$ cat config.mk
export PLATFORM = sky130hd
export DESIGN_NAME = sprite_mem_writer_flat
export DESIGN_NICKNAME = d
export VERILOG_FILES = /design/src/rtl/sprite_mem_writer_if.sv /design/src/rtl/sprite_mem_writer.sv /design/src/flat_wrapper.sv
export SDC_FILE = /design/constraint.sdc
export NUM_CORES = 1
export LEC_CHECK = 0
export ABC_AREA = 0
export BUFFER_PORTS_ARGS = -buffer_cell sky130_fd_sc_hd__buf_2
export CORE_ASPECT_RATIO = 0.8
export CORE_UTILIZATION = 35
export CTS_BUF_LIST = sky130_fd_sc_hd__clkbuf_16
export DETAILED_ROUTE_END_ITERATION = 10
export PLACE_DENSITY = 0.6
export SETUP_SLACK_MARGIN = 0.05
export SKIP_CTS_REPAIR_TIMING = 1
export SYNTH_ARGS = -nofsm -noshare
export SYNTH_HDL_FRONTEND = slang
export SYNTH_SLANG_ARGS = --single-unit
$ cat constraint.sdc
create_clock -name clk_pix -period 3.1 [get_ports clk_pix]
set_input_delay 0.31 -clock clk_pix [delete_from_list [all_inputs] [get_ports clk_pix]]
set_output_delay 0.31 -clock clk_pix [all_outputs]
set_load 0.1 [all_outputs]
$ cat src/rtl/sprite_mem_writer_if.sv
// rtl/sprite_mem_writer_if.sv - command, pixel-stream, blanking and RAM-write bundle for sprite_mem_writer
//
// Ports (signals carried by the interface):
//   cmd_valid/cmd_ready, cmd_op, cmd_x, cmd_y, cmd_w, cmd_h, cmd_colr  rectangle command handshake
//   pix_valid/pix_ready, pix_data                                      STREAM pixel handshake
//   blank                                                              safe-write window
//   wr_en, wr_addr, wr_data                                            sprite RAM write port
//   busy, done, err                                                    status
// Modports: slave = the writer block, master = the command/pixel source.
interface sprite_mem_writer_if #(
    parameter int COLR_BITS = 12,
    parameter int ADDRW     = 7,
    parameter int XW        = 4,
    parameter int YW        = 4
);
    logic                 cmd_valid;
    logic                 cmd_ready;
    logic [1:0]           cmd_op;
    logic [XW-1:0]        cmd_x;
    logic [YW-1:0]        cmd_y;
    logic [XW-1:0]        cmd_w;
    logic [YW-1:0]        cmd_h;
    logic [COLR_BITS-1:0] cmd_colr;
    logic                 pix_valid;
    logic                 pix_ready;
    logic [COLR_BITS-1:0] pix_data;
    logic                 blank;
    logic                 wr_en;
    logic [ADDRW-1:0]     wr_addr;
    logic [COLR_BITS-1:0] wr_data;
    logic                 busy;
    logic                 done;
    logic                 err;

    modport slave (
        input  cmd_valid, cmd_op, cmd_x, cmd_y, cmd_w, cmd_h, cmd_colr,
        input  pix_valid, pix_data, blank,
        output cmd_ready, pix_ready, wr_en, wr_addr, wr_data, busy, done, err
    );

    modport master (
        output cmd_valid, cmd_op, cmd_x, cmd_y, cmd_w, cmd_h, cmd_colr,
        output pix_valid, pix_data, blank,
        input  cmd_ready, pix_ready, wr_en, wr_addr, wr_data, busy, done, err
    );
endinterface

$ cat src/rtl/sprite_mem_writer.sv
// rtl/sprite_mem_writer.sv - rectangle STREAM/FILL/CLEAR writer for a dual-port sprite RAM
//
// Ports:
//   clk_pix  in   pixel clock, single domain
//   rst_n    in   synchronous active-low reset
//   bus      slave modport of sprite_mem_writer_if (command, pixel stream, blank, RAM write, status)
module sprite_mem_writer #(
    parameter int                   WIDTH           = 10,
    parameter int                   HEIGHT          = 10,
    parameter int                   COLR_BITS       = 12,
    parameter logic [COLR_BITS-1:0] TRANSPARENT_VAL = 12'h888,
    parameter int                   ADDRW           = $clog2(WIDTH*HEIGHT),
    parameter int                   XW              = $clog2(WIDTH+1),
    parameter int                   YW              = $clog2(HEIGHT+1)
) (
    input  logic                 clk_pix,
    input  logic                 rst_n,
    sprite_mem_writer_if.slave   bus
);
    typedef enum logic [2:0] {
        S_IDLE,
        S_CHECK,
        S_WRITE,
        S_DONE,
        S_ERR
    } state_t;

    localparam logic [1:0] OP_STREAM = 2'd0;
    localparam logic [1:0] OP_CLEAR  = 2'd2;
    localparam logic [1:0] OP_RSVD   = 2'd3;

    localparam logic [XW-1:0]    X_ONE    = XW'(1);
    localparam logic [YW-1:0]    Y_ONE    = YW'(1);
    localparam logic [XW-1:0]    X_FULL   = XW'(WIDTH);
    localparam logic [YW-1:0]    Y_FULL   = YW'(HEIGHT);
    localparam logic [XW:0]      X_LIMIT  = (XW+1)'(WIDTH);
    localparam logic [YW:0]      Y_LIMIT  = (YW+1)'(HEIGHT);
    localparam logic [ADDRW-1:0] A_STRIDE = ADDRW'(WIDTH);

    state_t r_state;
    state_t w_next_state;

    logic [1:0]           r_op;
    logic [XW-1:0]        r_x;
    logic [YW-1:0]        r_y;
    logic [XW-1:0]        r_w;
    logic [YW-1:0]        r_h;
    logic [COLR_BITS-1:0] r_colr;
    logic [ADDRW-1:0]     r_addr;
    logic [ADDRW-1:0]     r_row_base;
    logic [XW-1:0]        r_col;
    logic [YW-1:0]        r_row;
    logic                 r_wr_en;
    logic [ADDRW-1:0]     r_wr_addr;
    logic [COLR_BITS-1:0] r_wr_data;

    logic [XW-1:0]        w_eff_x;
    logic [YW-1:0]        w_eff_y;
    logic [XW-1:0]        w_eff_w;
    logic [YW-1:0]        w_eff_h;
    logic [XW:0]          w_x_end;
    logic [YW:0]          w_y_end;
    logic                 w_reject;
    logic [ADDRW-1:0]     w_start_addr;
    logic                 w_col_last;
    logic                 w_row_last;
    logic                 w_consume;
    logic [COLR_BITS-1:0] w_elem_data;
    logic [ADDRW-1:0]     w_next_row_base;

    // CLEAR ignores the latched rectangle and covers the whole sprite.
    assign w_eff_x = (r_op == OP_CLEAR) ? '0     : r_x;
    assign w_eff_y = (r_op == OP_CLEAR) ? '0     : r_y;
    assign w_eff_w = (r_op == OP_CLEAR) ? X_FULL : r_w;
    assign w_eff_h = (r_op == OP_CLEAR) ? Y_FULL : r_h;

    // One extra bit so x+w / y+h cannot wrap back into range.
    assign w_x_end = {1'b0, w_eff_x} + {1'b0, w_eff_w};
    assign w_y_end = {1'b0, w_eff_y} + {1'b0, w_eff_h};

    assign w_reject = (r_op == OP_RSVD) || (w_eff_w == '0) || (w_eff_h == '0) ||
                      (w_x_end > X_LIMIT) || (w_y_end > Y_LIMIT);

    assign w_start_addr    = ADDRW'(w_eff_y) * A_STRIDE + ADDRW'(w_eff_x);
    assign w_next_row_base = r_row_base + A_STRIDE;

    assign w_col_last = (r_col == r_w - X_ONE);
    assign w_row_last = (r_row == r_h - Y_ONE);

    // Nothing is consumed outside the blanking window, so position simply holds.
    assign w_consume = (r_state == S_WRITE) && bus.blank &&
                       ((r_op != OP_STREAM) || bus.pix_valid);

    always_comb begin
        w_elem_data = r_colr;
        if (r_op == OP_STREAM) begin
            w_elem_data = bus.pix_data;
        end else if (r_op == OP_CLEAR) begin
            w_elem_data = TRANSPARENT_VAL;
        end
    end

    always_ff @(posedge clk_pix) begin
        if (!rst_n) begin
            r_state <= S_IDLE;
        end else begin
            r_state <= w_next_state;
        end
    end

    always_comb begin
        w_next_state = r_state;
        case (r_state)
            S_IDLE:  if (bus.cmd_valid) w_next_state = S_CHECK;
            S_CHECK: w_next_state = w_reject ? S_ERR : S_WRITE;
            S_WRITE: if (w_consume && w_col_last && w_row_last) w_next_state = S_DONE;
            S_DONE:  w_next_state = S_IDLE;
            S_ERR:   w_next_state = S_IDLE;
            default: w_next_state = S_IDLE;
        endcase
    end

    always_ff @(posedge clk_pix) begin
        if (!rst_n) begin
            r_op       <= '0;
            r_x        <= '0;
            r_y        <= '0;
            r_w        <= '0;
            r_h        <= '0;
            r_colr     <= '0;
            r_addr     <= '0;
            r_row_base <= '0;
            r_col      <= '0;
            r_row      <= '0;
            r_wr_en    <= 1'b0;
            r_wr_addr  <= '0;
            r_wr_data  <= '0;
        end else begin
            r_wr_en <= w_consume;

            if ((r_state == S_IDLE) && bus.cmd_valid) begin
                r_op   <= bus.cmd_op;
                r_x    <= bus.cmd_x;
                r_y    <= bus.cmd_y;
                r_w    <= bus.cmd_w;
                r_h    <= bus.cmd_h;
                r_colr <= bus.cmd_colr;
            end

            if (r_state == S_CHECK) begin
                r_x        <= w_eff_x;
                r_y        <= w_eff_y;
                r_w        <= w_eff_w;
                r_h        <= w_eff_h;
                r_addr     <= w_start_addr;
                r_row_base <= w_start_addr;
                r_col      <= '0;
                r_row      <= '0;
            end

            if (w_consume) begin
                r_wr_addr <= r_addr;
                r_wr_data <= w_elem_data;
                if (!w_col_last) begin
                    r_addr <= r_addr + ADDRW'(1);
                    r_col  <= r_col + X_ONE;
                end else begin
                    r_row_base <= w_next_row_base;
                    r_addr     <= w_next_row_base;
                    r_col      <= '0;
                    r_row      <= r_row + Y_ONE;
                end
            end
        end
    end

    // rst_n gates cmd_ready so it stays low for the whole reset, not just after the first edge.
    assign bus.cmd_ready = rst_n && (r_state == S_IDLE);
    assign bus.busy      = (r_state != S_IDLE);
    assign bus.done      = (r_state == S_DONE);
    assign bus.err       = (r_state == S_ERR);
    assign bus.pix_ready = (r_state == S_WRITE) && (r_op == OP_STREAM) && bus.blank;
    assign bus.wr_en     = r_wr_en;
    assign bus.wr_addr   = r_wr_addr;
    assign bus.wr_data   = r_wr_data;
endmodule

$ cat src/flat_wrapper.sv
// flat-port wrapper written by rule: the top's interface ports become plain ports
module sprite_mem_writer_flat 
#(
    parameter int                   WIDTH           = 10,
    parameter int                   HEIGHT          = 10,
    parameter int                   COLR_BITS       = 12,
    parameter logic [COLR_BITS-1:0] TRANSPARENT_VAL = 12'h888,
    parameter int                   ADDRW           = $clog2(WIDTH*HEIGHT),
    parameter int                   XW              = $clog2(WIDTH+1),
    parameter int                   YW              = $clog2(HEIGHT+1)
)
  (clk_pix, rst_n, bus_cmd_valid, bus_cmd_op, bus_cmd_x, bus_cmd_y, bus_cmd_w, bus_cmd_h, bus_cmd_colr, bus_pix_valid, bus_pix_data, bus_blank, bus_cmd_ready, bus_pix_ready, bus_wr_en, bus_wr_addr, bus_wr_data, bus_busy, bus_done, bus_err);
  sprite_mem_writer_if #(.COLR_BITS(COLR_BITS), .ADDRW(ADDRW), .XW(XW), .YW(YW)) bus_i ();
  input  logic clk_pix;
  input  logic rst_n;
  input wire logic [$bits(bus_i.cmd_valid)-1:0] bus_cmd_valid;
  input wire logic [$bits(bus_i.cmd_op)-1:0] bus_cmd_op;
  input wire logic [$bits(bus_i.cmd_x)-1:0] bus_cmd_x;
  input wire logic [$bits(bus_i.cmd_y)-1:0] bus_cmd_y;
  input wire logic [$bits(bus_i.cmd_w)-1:0] bus_cmd_w;
  input wire logic [$bits(bus_i.cmd_h)-1:0] bus_cmd_h;
  input wire logic [$bits(bus_i.cmd_colr)-1:0] bus_cmd_colr;
  input wire logic [$bits(bus_i.pix_valid)-1:0] bus_pix_valid;
  input wire logic [$bits(bus_i.pix_data)-1:0] bus_pix_data;
  input wire logic [$bits(bus_i.blank)-1:0] bus_blank;
  output wire logic [$bits(bus_i.cmd_ready)-1:0] bus_cmd_ready;
  output wire logic [$bits(bus_i.pix_ready)-1:0] bus_pix_ready;
  output wire logic [$bits(bus_i.wr_en)-1:0] bus_wr_en;
  output wire logic [$bits(bus_i.wr_addr)-1:0] bus_wr_addr;
  output wire logic [$bits(bus_i.wr_data)-1:0] bus_wr_data;
  output wire logic [$bits(bus_i.busy)-1:0] bus_busy;
  output wire logic [$bits(bus_i.done)-1:0] bus_done;
  output wire logic [$bits(bus_i.err)-1:0] bus_err;
  assign bus_i.cmd_valid = bus_cmd_valid;
  assign bus_i.cmd_op = bus_cmd_op;
  assign bus_i.cmd_x = bus_cmd_x;
  assign bus_i.cmd_y = bus_cmd_y;
  assign bus_i.cmd_w = bus_cmd_w;
  assign bus_i.cmd_h = bus_cmd_h;
  assign bus_i.cmd_colr = bus_cmd_colr;
  assign bus_i.pix_valid = bus_pix_valid;
  assign bus_i.pix_data = bus_pix_data;
  assign bus_i.blank = bus_blank;
  assign bus_cmd_ready = bus_i.cmd_ready;
  assign bus_pix_ready = bus_i.pix_ready;
  assign bus_wr_en = bus_i.wr_en;
  assign bus_wr_addr = bus_i.wr_addr;
  assign bus_wr_data = bus_i.wr_data;
  assign bus_busy = bus_i.busy;
  assign bus_done = bus_i.done;
  assign bus_err = bus_i.err;
  sprite_mem_writer #(.WIDTH(WIDTH), .HEIGHT(HEIGHT), .COLR_BITS(COLR_BITS), .TRANSPARENT_VAL(TRANSPARENT_VAL), .ADDRW(ADDRW), .XW(XW), .YW(YW)) u_core (.clk_pix(clk_pix), .rst_n(rst_n), .bus(bus_i));
endmodule
[Word-level counts from Yosys, hierarchy flattened]
Index checks and enable logic that the tools add are counted.
Word-level totals
  input bits: 47
  bits in registers: 75
  output and inout port bits: 25
  logic and storage cells: 88
Operators by class
  eq/ne operators: 10
  multipliers: 1
  reductions and logical operators: 22
  muxes and demuxes: 30
  $add $sub $neg: 9
  order comparisons: 2
Operators by type and width (count)
  $mux 4: 18
  $mux 7: 6
  $mux 12: 2
  $add 4x4->5: 2
  $gt 5x4->1 const B: 2
  $mux 3: 3
  $pmux 3 s3: 1
  $add 4x1->4 const B: 2
  $eq 4x4->1: 2
  $logic_and 1x1->1: 8
  $logic_not 4->1: 2
  $sub 4x1->4 const B: 2
  $add 7x1->7 const B: 1
  $add 7x4->7: 1
  $add 7x4->7 const B: 1
  $eq 3x2->1 const B: 2
  $mul 4x3->6 const B: 1
  $reduce_bool 2->1: 3
  $logic_or 1x1->1: 5
  $eq 2x2->1 const B: 2
  $ne 2x2->1 const B: 2
  $eq 3x1->1 const B: 1
  $eq 3x3->1 const B: 1
  $logic_not 3->1: 1
  3 further kinds: 3

[Depth between registers and ports, before layout]
Gate-level depths: netlist of the first run.
  word-level depth: 9
  gate-level depth with buffers: 12
  gate-level depth less buffers: 9

[Worst setup path after synthesis of the first run]
Ideal clock, no wire load.
  kind: reg-to-output
  from: register u_core.r_state[1]
  to: output bus_done
  path slack: 0.043 ns
  stages on the path, launching flop included: 4
  required time: 2.790 ns
  data arrival time: 2.747 ns
  path buffers: 1
  path through: dfxtp_1 buf_2 inv_1 nor3b_1
Between the ends
  longest elaborated chain between the ends: 1
RTL lines
  start, declared: RTL line sprite_mem_writer.sv:40  | state_t r_state;
  start signal, assigned: RTL line sprite_mem_writer.sv:107  | r_state <= w_next_state;
  $eq 3x2->1: RTL line sprite_mem_writer.sv:180  | assign bus.done = (r_state == S_DONE);
  end, declared: RTL line flat_wrapper.sv:32  | output wire logic [$bits(bus_i.done)-1:0] bus_done;
Every way passes these cells.

[Worst setup path after layout of the first run]
  from: register u_core.r_op[0]
  to: register u_core.r_state[2]
Between the ends
  longest elaborated chain between the ends: 9
  elaborated cells between the ends (all ways): 25
  classes of those cells: add/sub: 2; order compare: 2; eq/ne: 3; mux: 6; reduce/logical: 12
RTL lines
  start, declared: RTL line sprite_mem_writer.sv:43  | logic [1:0] r_op;
  start signal, assigned: RTL line sprite_mem_writer.sv:142  | r_op <= bus.cmd_op;
  parallel branches: the longest is 9 deep, another holds $add 4x4->5
Several ways; the timed one is not identified.
A chain may end at the register's enable or synchronous reset.

==> reports/results.txt, run 1 <==
The tools report the routability congestion estimate from global placement as 0.864. By area the synthesized netlist is led by dfxtp_1, nand2_1, a21oi_1. After floorplanning, the core was divided into 35 placement rows.

Clock-pin slew was measured on the worst setup and hold paths at 60 ps. Leaving out fill and tap cells, the most frequent cell in the layout is nand2_1. The flip-flop and latch count after synthesis is 75, and the final wirelength is 11300 um. The most numerous cell type found on the critical path is buf_4. The logs give 585 for the post-synthesis net count and 19.7% for the global router's overall resource usage.

After technology mapping, the gate count stands at 522. Averaged over all synthesized cells, the footprint is 7.94 um^2. In this run, synthesis inferred 0 flip-flops with an integrated enable.

The number of buffers created by CTS was 9. Setup repair after global routing left no endpoint under its margin. The number of cells on the worst reg-to-reg path is 10.

The maximum number of pins on one net before global-route repair came out at 30. Initial cell density of the core: 36.0%. Power spread over the standard cell area amounts to 536 mW/mm^2. The detailed router's first-iteration violation count is 350. In this design, the stage delay of the slowest critical-path cell is 400 ps. The logs give 401 MHz for the top achievable clock speed and 47.8% for the worst slew margin relative to its limit. At the placement stage, the worst setup path has a slack of 659 ps.

The internal power came out at 1.80 mW. The worst-path maximum fanout was 16; the via count was 3911. For the number of global-route vias before repair, the log shows 3659.

The share of the Yosys chip area taken by registers is 36.2%. The total core area is 0.0115 mm^2, and the count of unresolved DRC violations after routing is 0. Summed over all layers, the global routing overflow is 0. The tree is rooted in a clkbuf_16. The share of layout cells above drive strength 1 came out at 19.4%.

The worst setup path is captured at a register. Traced cell by cell, the critical path runs through buf_4, nor2b_1, buf_4, nor2_1, ha_1, maj3_1, xor2_1, a32oi_1, o2111ai_1, o21ba_2. Die width: 124 um. 0 antenna diodes ended up in the layout. Net switching power of the design: 0.810 mW.

The run gives 272 uV as the worst supply voltage drop on vdd. The tool flagged a number of max-cap violations equal to 0. The relative area change from synthesis to final layout came out at 17.5%. The count of nets left with antenna violations once routing finished came out at 0. The proportion of synthesized flip-flops having asynchronous set or reset is 0%.

The share of the cycle needed by the critical path after routing came out at 80.4%. The transition time at the pin with the least slew margin was 779 ps. The run finished with clean final reports. Synthesis instantiated 61 different standard cells from the library. The run gives 3330 ps as the data required time of the critical path.

For the deepest level of the CTS H-tree, the log shows 3. Startpoint of the most critical register-to-register path: u_core.r_op[0]$_SDFFE_PN0P_. The hold violation count in the final report was 0; the worst-case setup margin in the final layout was 608 ps.

Leaving out fill and tap cells, the most frequent cells in the layout are nand2_1, dfxtp_1, buf_2, a21oi_1, nor2_1. The number of pins with negative max-slew slack in the final report is 0, and the count of final setup violators is 0. In this run the worst hold path is classified as in2reg. In this run the vertical extent of the chip is 99.4 um.

The switching part of the total works out to 31.0%. The largest area contributor in the synthesized netlist was dfxtp_1. The tools report the CTS sink count as 75. The full die area is 0.0123 mm^2. Summed over all cells, the static leakage comes to 1.99 nW.

The critical-path cell with the highest stage delay was maj3_1. STA classifies the critical path startpoint as a register. The run gives 18.8% as the portion of total power attributed to combinational logic. The per-cell routed wire length came out at 15.5 um. The final layout contains 641 nets.

For this run, the number of Yosys warnings is 0. The worst register-to-register path has a setup slack of 610 ps. The share of synthesized area in the top cell type comes to 36.2%. The first-pass iteration count of the detailed router is 5, and the post-route setup TNS is 0 ps.

Dividing the detail-routed via count by the number of cells gives 5.35. TritonCTS built the clock tree. Counting instances, the worst hold path has a depth of 3. The clock latency reported for the late side of the worst-skew pair is 340 ps.

The first-pass GRT wire length is 18600 um. Clock group share of total power: 40.1%. The start point of the worst min-delay path is bus_cmd_colr[4]. The tools report the startpoint of the worst setup timing path as u_core.r_op[0]$_SDFFE_PN0P_. The clock arrives with 9.32 ps of skew.

For this design the top-level I/O count stands at 72. Number of buffers added on ports: 71. The post-synthesis instance area was 0.00415 mm^2. The most used flip-flop cell after synthesis is dfxtp_1. For the worst setup path, the data arrival time is 2720 ps. The final period demand of the worst path is 2490 ps. The path with the worst hold slack has its endpoint at u_core.r_colr[4]$_SDFFE_PN0P_. Per report_power, the sequential group accounts for 41.1% of the total. The maximum count of clock buffers along a single path is 2. The run gives 0 as the number of antenna violations at the first check in global routing. Detailed placement finished with a half-perimeter wire length of 8130 um.

The critical path is of the reg2reg type. The endpoint identified for the worst register-to-register timing path is u_core.r_state[2]$_SDFFE_PN0P_.
[final cells by class]
cell class / count / area, um^2
clock buffers: 9 / 225
clock inverters: 7 / 67.6
fillers: 1169 / 6640
inverters: 11 / 41.3
multi-input cells: 400 / 2420
flip-flops and latches: 75 / 1500
well taps: 148 / 185
repair buffers: 81 / 430
[cells by family (layout without fill, tap and decap cells)]
kind of cell	Yosys count	count (layout)	synth area share (%)
buf+inv	47	108	5.49
compound gates	138	138	21.3
xor+xnor	32	32	7.27
mux	5	5	1.39
flops	75	75	36.2
fa+ha+maj	18	18	5.31
simple gates	207	207	23.0
[routing by layer]
layer	GRT usage, %	vias up	wire [um]
li1	-	1951	-
met1	27.3	1797	5570
met2	28.5	135	4650
met3	5.33	28	836
met4	8.06	0	250
met5	0	-	0
[cell usage after synthesis, types with 3 or more instances]
cell / instances
buf_6: 4
o221ai_1: 3
inv_1: 10
nor2b_1: 3
o21ai_1: 6
ha_1: 16
o31ai_1: 3
dfxtp_1: 75
and2_1: 7
a31oi_1: 7
a21oi_1: 60
buf_2: 17
xnor2_1: 15
a211oi_1: 5
nand2_1: 94
xor2_1: 15
o21ai_0: 16
or3_1: 7
nand4_1: 3
nor3_1: 15
nor2_1: 39
a22oi_1: 5
nand3_1: 17
a221oi_1: 9
clkbuf_1: 15
and3_1: 7
a21o_1: 4
[power groups by stage]
| stage | sequential (mW) | clock [mW] | combinational (mW) |
|---|---|---|---|
| floorplan | 1.08 | 0 | 0.366 |
| global placement | 1.09 | 0 | 0.482 |
| detailed placement | 1.09 | 0 | 0.488 |
| CTS | 1.07 | 1.07 | 0.491 |
| global route | 1.08 | 1.10 | 0.544 |
| finish | 1.07 | 1.05 | 0.491 |
[through the flow]
step	total power [mW]	utilization, %	cell area (um^2)	hold slack (ps)	std cells
floorplan	1.45	-	4150	432	522
global placement	1.57	39.8	4580	441	715
detailed placement	1.58	39.8	4580	446	715
CTS	2.63	42.3	4870	193	731
global route	2.73	42.3	4870	219	731
finish	2.61	42.3	4870	205	731
[critical path: cells and delay by family (launching register included)]
kind,cells,cell delay [ps]
buffers and inverters,2,410
DFF,1,300
adders and majority gates,2,640
AOI/OAI and AO/OA,3,610
xor gates and xnor gates,1,170
and+or+nand+nor,2,230
[sequential cells by signal (all words and copies together) (netlist names), 3 cells and up]
signal	flops
u_core.r_col	4
u_core.r_state	3
u_core.r_row	4
u_core.bus.wr_data	12
u_core.bus.wr_addr	7
u_core.r_addr	7
u_core.r_row_base	7
u_core.r_w	4
u_core.r_x	4
u_core.r_h	4
u_core.r_y	4
u_core.r_colr	12
[worst max path at each step]
stage                                     endpoint  slack, ps  depth (start not counted)
floorplan                                  bus_err        150                          2
global placement    u_core.r_state[2]$_SDFFE_PN0P_        720                         10
detailed placement  u_core.r_state[2]$_SDFFE_PN0P_        660                         10
CTS                 u_core.r_state[2]$_SDFFE_PN0P_        630                         10
global route        u_core.r_state[1]$_SDFFE_PN0P_        450                         10
finish              u_core.r_state[2]$_SDFFE_PN0P_        610                         10
Power figures use the tool's default switching activity.
==> run 2, diff against run 1 <==
clock period = 2.59 ns   (was 3.1 ns; I/O delays follow)
==> reports/results.txt, run 2 (synthesis gave the netlist of run 1 again) <==
The flow ran to the end, and the final reports show no timing, DRC or antenna violations. The net count of the finished layout was 650 (+1.4%); the initial cell density of the core was 36.0% (unchanged). The global router's overall resource usage is 20.2% (+0.52 points). The register-to-register setup slack was 210 ps (-400 ps); the relative area change from synthesis to final layout was 19.5%. Depth of the worst hold-timing path: 3 (unchanged). The startpoint identified for the worst hold timing path is bus_cmd_op[1]. The run gives 0 ps (unchanged) as the post-route setup TNS.

For the first-pass GRT wire length, the log shows 19000 um (+2.2%). For the CTS sink count, the log shows 75 (unchanged). The combined flip-flop and latch cell area came out at 0.00150 mm^2 (about the same). The top achievable clock speed is 420 MHz (+4.7%). The cell sitting at the root of the clock tree is a clkbuf_16. For the total core area, the log shows 0.0115 mm^2 (unchanged). The worst-path maximum fanout was 4 (-12); the number of cells traversed by the worst register-to-register path was 9 (-1). Kind of end point of the critical path: a register.

Share of the cycle needed by the critical path after routing: 91.9% (+12 points). TritonCTS built the clock tree. The clock-pin slew reported for the worst setup and hold paths after clock tree synthesis came out at 60 ps (about the same). The tools report the destination of the worst hold path as u_core.r_op[1]$_SDFFE_PN0P_.

The via count was 4031 (+3.1%). The hold violation count in the final report is 0 (unchanged). The run gives 50.6% (+2.8 points) as the worst slew margin relative to its limit. The total leakage power is 2.04 nW (+2.4%). In the layout the commonest cells are nand2_1, dfxtp_1, buf_2, a21oi_1, nor2_1.

For the data required time of the critical path, the log shows 2820 ps (-510 ps). The count of final setup violators was 0 (unchanged); the detailed-route vias per instance was 5.45 (+2.0%). Detailed router's first-iteration violation count: 376 (+7.4%). Power density normalized to cell area: 636 mW/mm^2 (+19%). The chip height was 99.4 um (unchanged); the number of buffers added on ports was 71 (unchanged). For the count of fill cells added during filler insertion, the log shows 1179 (+0.86%). The endpoint identified for the worst register-to-register timing path is u_core.r_state[2]$_SDFFE_PN0P_. Residual antenna-violating net count after detailed routing: 0 (unchanged).

Transition time at the pin with the least slew margin: 738 ps (-41.2 ps). Multi-input gate area in the final layout: 0.00243 mm^2 (+0.41%). The final wirelength came out at 11800 um (+4.0%). The run gives 72 (unchanged) as the I/O pin total.

The most common cell after layout, fill and taps aside is nand2_1. Post-detailed-placement half-perimeter wirelength: 8540 um (+5.1%). The tools report the startpoint type of the worst setup path as a register. The number of pins with negative max-slew slack in the final report was 0 (unchanged); the die width was 124 um (unchanged).

For the power consumption, the log shows 3.15 mW (+21%). The worst supply voltage drop on vdd came out at 402 uV (+48%). The clock latency reported for the late side of the worst-skew pair is 340 ps (about the same). The worst hold path belongs to the class in2reg. The signal arrival time at the worst endpoint was 2610 ps (-110 ps); the maximum count of clock buffers along a single path was 2 (unchanged).

The routability congestion estimate from global placement is 0.957 (+11%). The worst register-to-register path begins at u_core.r_op[0]$_SDFFE_PN0P_. Number of antenna violations at the first check in global routing: 0 (unchanged).

The critical path class was reg2reg. The deepest level of the CTS H-tree was 3 (unchanged). The first-pass iteration count of the detailed router is 5 (unchanged).

The tools report the antenna diode count as 0 (unchanged). Setup repair after global routing left no endpoint under its margin. The number of global-route vias before repair was 3795 (+3.7%). Worst-case clock skew: 8.67 ps (-0.648 ps).

The number of buffers created by CTS is 9 (unchanged), and the share of layout cells above drive strength 1 is 21.7% (+2.3 points). The max-cap violation count is 0 (unchanged). The per-cell routed wire length was 15.9 um (+2.9%); the final period demand of the worst path was 2380 ps (-111 ps). For the count of unresolved DRC violations after routing, the log shows 0 (unchanged). Overflow left after global routing: 0 (unchanged). The site row count was 35 (unchanged).

The logs give 0.0123 mm^2 (unchanged) for the full die area and 30 (unchanged) for the maximum number of pins on one net before global-route repair.
==> run 2: final cells by class <==
class,count,area share (%)
clock inverters,6,1.31
well taps,148,3.74
flip-flops and latches,75,30.3
repair buffers,90,10.1
multi-input cells,400,49.1
inverters,11,0.834
clock buffers,9,4.55
==> run 2: worst max-delay path by stage <==
stage                                            from                              to  slack, ps  cells after the start
after floorplan           u_core.r_op[0]$_SDFFE_PN0P_  u_core.r_state[2]$_SDFFE_PN0P_         60                     12
after global placement    u_core.r_op[1]$_SDFFE_PN0P_  u_core.r_state[1]$_SDFFE_PN0P_        280                      9
after detailed placement  u_core.r_op[1]$_SDFFE_PN0P_  u_core.r_state[1]$_SDFFE_PN0P_        210                      9
after CTS                 u_core.r_op[1]$_SDFFE_PN0P_  u_core.r_state[1]$_SDFFE_PN0P_        180                      9
after global routing      u_core.r_op[1]$_SDFFE_PN0P_  u_core.r_state[1]$_SDFFE_PN0P_         90                      9
final                     u_core.r_op[0]$_SDFFE_PN0P_  u_core.r_state[2]$_SDFFE_PN0P_        210                      9
==> run 2: worst max-delay path, cell delays in order (launching register included) <==
cell	delay, ps
dfxtp_1	340
nand2b_1	170
and2_1	170
ha_1	210
ha_2	200
a21o_1	160
maj3_1	370
a32oi_1	200
o2111ai_1	200
o21ba_2	250
==> run 2: per-stage QoR <==
step	hold WS [ps]	util [%]	instances	area [um^2]	worst slack (ps)
2_1_floorplan	395	-	522	4180	63.8
3_3_place_gp	440	40.4	724	4660	284
3_5_place_dp	445	40.4	724	4660	206
4_1_cts	141	43.0	739	4950	176
5_1_grt	145	43.0	739	4950	91.3
6_report	153	43.0	739	4950	210
==> run 2: where the power goes <==
part           switching (mW)  internal [mW]  leakage [nW]
Combinational           0.401          0.222          1.29
Clock                   0.503          0.743         0.142
Sequential             0.0699           1.21         0.610
Total                   0.975           2.18          2.04
==> run 2: metal layers <==
layer / share of wire, % / wire (um) / vias up / GRT usage (%)
met4: 0.76 / 89 / 0 / 4.63
met2: 42 / 4990 / 179 / 30.2
li1: - / - / 1968 / -
met3: 9.9 / 1170 / 12 / 6.65
met5: 0 / 0 / - / 0
met1: 47 / 5510 / 1872 / 27.9
